--- src/rtl/uart_cmd_rx.sv ---
// UART command receiver: 8N1, LSB first, stretched data-ready pulse for the command decoder.
// Optional even parity bit enabled by defining UART_CMD_RX_PARITY_EN.
module uart_cmd_rx #(
    parameter int CLK_DIV = 434,
    parameter int RDY_LEN = 8
) (
    input  logic       clk,
    input  logic       res,
    input  logic       rxd,
    output logic [7:0] dout,
    output logic       dout_rdy,
    output logic       frame_err,
`ifdef UART_CMD_RX_PARITY_EN
    output logic       parity_err,
`endif
    output logic       busy
);

    // state  | meaning
    // IDLE   | line idle, waiting for a falling edge
    // START  | timing to the start-bit midpoint to reject glitches
    // DATA   | sampling the 8 data bits
    // PARITY | sampling the parity bit (parity builds only)
    // STOP   | sampling the stop bit, delivering the byte
    // BREAK  | stop bit was low; waiting for the line to return high

    localparam int CNT_W = $clog2(CLK_DIV);
    localparam int RDY_W = $clog2(RDY_LEN + 1);
    localparam logic [CNT_W-1:0] BAUD_LAST = CNT_W'(CLK_DIV - 1);
    localparam logic [CNT_W-1:0] BAUD_MID  = CNT_W'(CLK_DIV / 2 - 1);

    typedef enum logic [2:0] {IDLE, START, DATA, PARITY, STOP, BREAK} state_t;

    state_t           state, state_nxt;
    logic [1:0]       sync_q;
    logic             rxs;
    logic [CNT_W-1:0] baud_cnt;
    logic [2:0]       bit_cnt;
    logic [7:0]       shreg;
    logic [RDY_W-1:0] rdy_cnt;
    logic             at_mid, at_last, par_bad;

    assign rxs     = sync_q[1];
    assign at_mid  = (baud_cnt == BAUD_MID);
    assign at_last = (baud_cnt == BAUD_LAST);

`ifdef UART_CMD_RX_PARITY_EN
    logic par_q;
    assign par_bad = ^shreg ^ par_q;
`else
    assign par_bad = 1'b0;
`endif

    always_ff @(posedge clk or posedge res) begin
        if (res) state <= IDLE;
        else     state <= state_nxt;
    end

    always_comb begin
        state_nxt = state;
        case (state)
            IDLE:   if (!rxs) state_nxt = START;
            START:  if (at_mid) state_nxt = rxs ? IDLE : DATA;
            DATA: begin
                if (at_last && bit_cnt == 3'd7) begin
`ifdef UART_CMD_RX_PARITY_EN
                    state_nxt = PARITY;
`else
                    state_nxt = STOP;
`endif
                end
            end
            PARITY: if (at_last) state_nxt = STOP;
            STOP:   if (at_last) state_nxt = rxs ? IDLE : BREAK;
            BREAK:  if (rxs) state_nxt = IDLE;
            default: state_nxt = IDLE;
        endcase
    end

    always_comb begin
        busy     = (state != IDLE);
        dout_rdy = (rdy_cnt != '0);
    end

    always_ff @(posedge clk or posedge res) begin
        if (res) begin
            sync_q    <= 2'b11;
            baud_cnt  <= '0;
            bit_cnt   <= '0;
            shreg     <= '0;
            dout      <= '0;
            rdy_cnt   <= '0;
            frame_err <= 1'b0;
`ifdef UART_CMD_RX_PARITY_EN
            parity_err <= 1'b0;
            par_q      <= 1'b0;
`endif
        end else begin
            sync_q    <= {sync_q[0], rxd};
            frame_err <= 1'b0;
`ifdef UART_CMD_RX_PARITY_EN
            parity_err <= 1'b0;
`endif
            // Restart the bit timer on every state change and at each bit boundary.
            if (state_nxt != state || at_last || state == IDLE || state == BREAK)
                baud_cnt <= '0;
            else
                baud_cnt <= baud_cnt + 1'b1;

            if (rdy_cnt != '0)
                rdy_cnt <= rdy_cnt - 1'b1;

            case (state)
                START: if (at_mid) bit_cnt <= '0;
                DATA: begin
                    if (at_last) begin
                        shreg   <= {rxs, shreg[7:1]};
                        bit_cnt <= bit_cnt + 1'b1;
                    end
                end
`ifdef UART_CMD_RX_PARITY_EN
                PARITY: if (at_last) par_q <= rxs;
`endif
                STOP: begin
                    if (at_last) begin
                        if (rxs && !par_bad) begin
                            dout    <= shreg;
                            rdy_cnt <= RDY_W'(RDY_LEN);
                        end
                        frame_err <= !rxs;
`ifdef UART_CMD_RX_PARITY_EN
                        parity_err <= par_bad;
`endif
                    end
                end
                default: ;
            endcase
        end
    end

endmodule

--- config.mk ---
export PLATFORM = sky130hd
export DESIGN_NAME = uart_cmd_rx
export DESIGN_NICKNAME = d
export VERILOG_FILES = /design/src/rtl/uart_cmd_rx.sv
export SDC_FILE = /design/constraint.sdc
export NUM_CORES = 1
export LEC_CHECK = 0
export ABC_AREA = 1
export CORE_MARGIN = 2
export CORE_UTILIZATION = 62
export CTS_CLUSTER_SIZE = 24
export DETAILED_ROUTE_END_ITERATION = 8
export GPL_ROUTABILITY_DRIVEN = 1
export PLACE_DENSITY = 0.95
export SYNTH_ARGS = -nofsm -noshare
export SYNTH_HDL_FRONTEND = slang
export SYNTH_SLANG_ARGS = --single-unit
--- constraint.sdc ---
create_clock -name clk -period 3.1 [get_ports clk]
set_input_delay 0.62 -clock clk [delete_from_list [all_inputs] [get_ports clk]]
set_output_delay 0.62 -clock clk [all_outputs]
set_load 0.05 [all_outputs]
Word level (Yosys, flattened, before mapping)
Cells that the tools add are included.

Logic and storage cells: 53. Bits of input ports: 3. Output and inout bits: 11. Bits in registers: 38.

Mux-type cells: 19. Reduce and logical (&&, ||, !) cells: 12. Eq/ne operators: 11. Add/sub/neg operators: 3.

Operators with widths (number): 2-to-1 mux 3 bit (9); case mux 3 bit (6 select lines) (1); 2-to-1 mux 4 bit (4); adder 9 x 1 -> 9 bit (second input constant) (1); equality test 3 bit (second input constant) (3); equality test 9 x 8 -> 1 bit (second input constant) (1); equality test 9 bit (second input constant) (1); 2-to-1 mux 9 bit (1); equality test 3 x 2 -> 1 bit (second input constant) (2); case mux 3 bit (2 select lines) (1); AND reduction 3 bit (2); != test 2 bit (second input constant) (2); nonzero test 4 bit (1); subtractor 4 x 1 -> 4 bit (second input constant) (1); adder 3 x 1 -> 3 bit (second input constant) (1); equality test 3 x 1 -> 1 bit (second input constant) (1); zero test 3 bit (1); logical OR 1 bit (3); != test 3 bit (1); nonzero test 3 bit (1); 2-to-1 mux 1 bit (2); 2-to-1 mux 2 bit (1); AND reduction 2 bit (1); nonzero test 2 bit (1); 2 further kinds (2).

Depth between registers and ports, before layout
Depth after elaboration: 9. Mapped depth: 13. Mapped depth without buffers: 13.

Worst setup path before layout
Ideal clock, no wire load.

Kind: reg2out. Start: register rdy_cnt[0]. End: output port dout_rdy. Setup slack: 1464 ps. Cell stages (with the launch flop): 4. Arrival: 1016 ps. Required time: 2480 ps. Cell sequence: dfrtp_1 -> inv_1 -> ha_1 -> nand2_1.

Longest elaborated chain between the ends: 1.

Ends and longest elaborated chain: start, declared (RTL line 40) `logic [RDY_W-1:0] rdy_cnt;`; start signal, assigned (RTL line 111) `rdy_cnt <= rdy_cnt - 1'b1;`; start signal, assigned (RTL line 128) `rdy_cnt <= RDY_W'(RDY_LEN);`; nonzero test 4 bit (RTL line 82) `dout_rdy = (rdy_cnt != '0);`; end, declared (RTL line 11) `output logic dout_rdy,`.

No other way between the ends.

Worst setup path after layout
Same ends and word-level chain as after synthesis.

==> results.cfg <==
[pwr]
switching_share = 0.228
p_clk_frac = 0.352
p_total_w = 0.000790
netSwitchingPower_w = 0.000180
p_leak_nw = 1.02
p_comb_frac = 0.017
powerDensity_mw_per_mm2 = 361
max-vdd-ir-drop_uv = 284
intPower_w = 0.000610
seqPwrFrac = 0.631

[yosys]
netlist_area_mm2 = 0.00195
synth.avg_cell_area_um2 = 9.25
ys.flop_type = dfrtp_1
synth_edf_count = 0
synth_cells = 211
synth_cell_type_count = 30
yosysSeqAreaShare = 0.488
synth_top_area_frac = 0.462
syn_nets = 220
synth_area_leaders = dfrtp_1, nand2_1, inv_1
async_reset_ff_frac = 1.00
synth_seq_cells = 38
yosysWarnings = 0
synth_top_cell_by_area = dfrtp_1

[setup_path]
crit_arrival_ns = 2.03
critPathLaunchType = flip-flop
path_class = flip-flop to primary output
worst-path-buf-inv = 2
worstPathRequired_ns = 2.48
critPathMaxFanout = 5
crit_chain = inv_1, ha_1, nand2_1, clkdlybuf4s50_1
cp-end-kind = primary output
crit_family = buffers and inverters
slowest_delay_ns = 0.83
cp_slowest_cell = clkdlybuf4s50_1

[final_layout]
final_common_cell = nand2_1
num-fill-cells = 219
final_layout_size_suffix_gt1_frac = 0.238
fin_nets = 239
syn2layout_area_growth_pct = 12.1
fin_cells = 275
diodes = 0
final_cell_mix = nand2_1, dfrtp_1, inv_1

[drt]
dr_wl_met3_um = 105
route.detailed.drc = 0
ant_nets = 0
vias = 1363
via_per_inst = 4.96
wl_met1_um = 1510
firstDrtPassIters = 4
wl_per_cell_um = 11.8
dr_wl_met2_um = 1580
wirelength_um = 3260
dr.first_iter.drc_count = 55
routed.top_layer = met4

[placement]
hpwl_um = 2460
dp_cells = 267
gp_congestion = 0.871
io_buffers = 13

[grt]
grt_max_degree = 39
grt_pass1_vias = 1357
grt_first_pass_wirelength_um = 5910
grt_antenna_before_repair = 0
globalRouteOverflowTotal = 0
grt_use_total = 0.225

[die]
die_x_um = 60.1
start_util = 0.645
die_area_mm2 = 0.00361
die-height_um = 60.1
io_pins = 14
core_mm2 = 0.00303
num_rows = 20

[clocking]
post_cts_resized = 0
path_clk_slew_ns = 0.13
clock_sinks = 38
cts_tree = done
root_buffer = clkbuf_4
cts_hold_buf = 0
post_cts_buffers = 0
h-tree-depth = 2
cts_buffer_depth = 2
clkLatencyLatePin_ns = 0.36
cts_buffers = 5

[timing]
worst_pin_slew_ns = 0.503
setup_viol = 0
tns_ns = 0
finalCritPeriodShare = 0.856
timing_max_transition_violations_final = 0
rsz0062_at_grt = false
fin_worst_skew_ns = 0.0160
fin_crit_ns = 2.65
max_freq_mhz = 377
slew_headroom = 0.664
hold_viol = 0

[worst_hold_path]
hold_path_class = flip-flop to flip-flop

[flow_run]
maxCapViolCount = 0

[run_status]
run_status = finished clean
-- worst register-to-register path: stages, from the launching register on --
cell and delay (ns):
dfrtp_1 0.41, inv_1 0.08, ha_1 0.16, nand2_1 0.08, nor2_2 0.18, nand2_4 0.10, nor2_4 0.30, o21ai_1 0.18
a22o_1 0.22
-- logic make-up (layout without fill, tap and decap cells) --
group           after synthesis  after routing  share of synthesized area
flops                        38             38                      0.488
buf+inv                      36             56                     0.0769
xor+xnor                      9              9                     0.0404
compound gates               25             25                     0.0885
fa+ha+maj                     6              6                     0.0385
simple gates                 97             97                      0.267
-- cells in the mapped netlist (3+ instances only) --
master / number
nand2_4: 4
xor2_1: 7
nand3_1: 8
inv_2: 7
nor2_4: 5
nor2_2: 10
inv_1: 26
nor2_1: 16
nand2_2: 5
nand2_1: 41
ha_1: 6
o21ai_0: 11
nand3_2: 3
o21ai_2: 8
dfrtp_1: 36
-- area by class of cell --
cell class	count	area [um^2]	share of cell area
inverter	34	130	0.0595
multi-input combinational	137	848	0.388
tap	44	55.1	0.0252
clock inverter	2	12.5	0.00572
clock buffer	6	51.3	0.0234
timing repair buffer	14	138	0.0629
sequential	38	953	0.436
-- power by group through the flow --
stage	Sequential [W]	Combinational (W)	Clock (W)
detailed placement	0.000508	0.0000144	0
CTS	0.000499	0.0000144	0.000282
global route	0.000499	0.0000161	0.000299
floorplan	0.000508	0.00000829	0
global placement	0.000508	0.0000141	0
finish	0.000499	0.0000134	0.000278
-- flip-flops by register name (all words and copies together), names as in the netlist --
register	flops
frame_err	1
bit_cnt	3
rdy_cnt	4
state	3
shreg	8
baud_cnt	9
dout	8
sync_q	2
-- final timing paths --
check | start | endpoint | slack (ns) | cells past startpoint
max | rdy_cnt[0] | dout_rdy | 0.45 | 4
max in group asynchronous | res | sync_q[1] | 2.10 | 3
min reg2reg | sync_q[0] | sync_q[1] | 0.36 | 0
min | sync_q[0] | sync_q[1] | 0.36 | 0
max reg2reg | baud_cnt[1] | bit_cnt[2] | 1.28 | 8
min in group asynchronous | res | shreg[7] | 0.65 | 3
-- layer usage --
layer / up-vias / global-route usage
met5: - / 0
met4: 0 / 0.102
met3: 7 / 0.0455
met2: 22 / 0.352
met1: 644 / 0.301
li1: 690 / -
-- stage by stage --
step           hold slack, ns  setup WS (ns)   util  instance area [um^2]
2_1_floorplan           0.345           1.46      -                  1950
3_3_place_gp            0.346          0.897  0.702                  2120
3_5_place_dp            0.350          0.855  0.702                  2120
4_1_cts                 0.366          0.453  0.723                  2190
5_1_grt                 0.369          0.358  0.723                  2190
6_report                0.365          0.446  0.723                  2190
No activity file was read; power rests on OpenSTA's default activity.
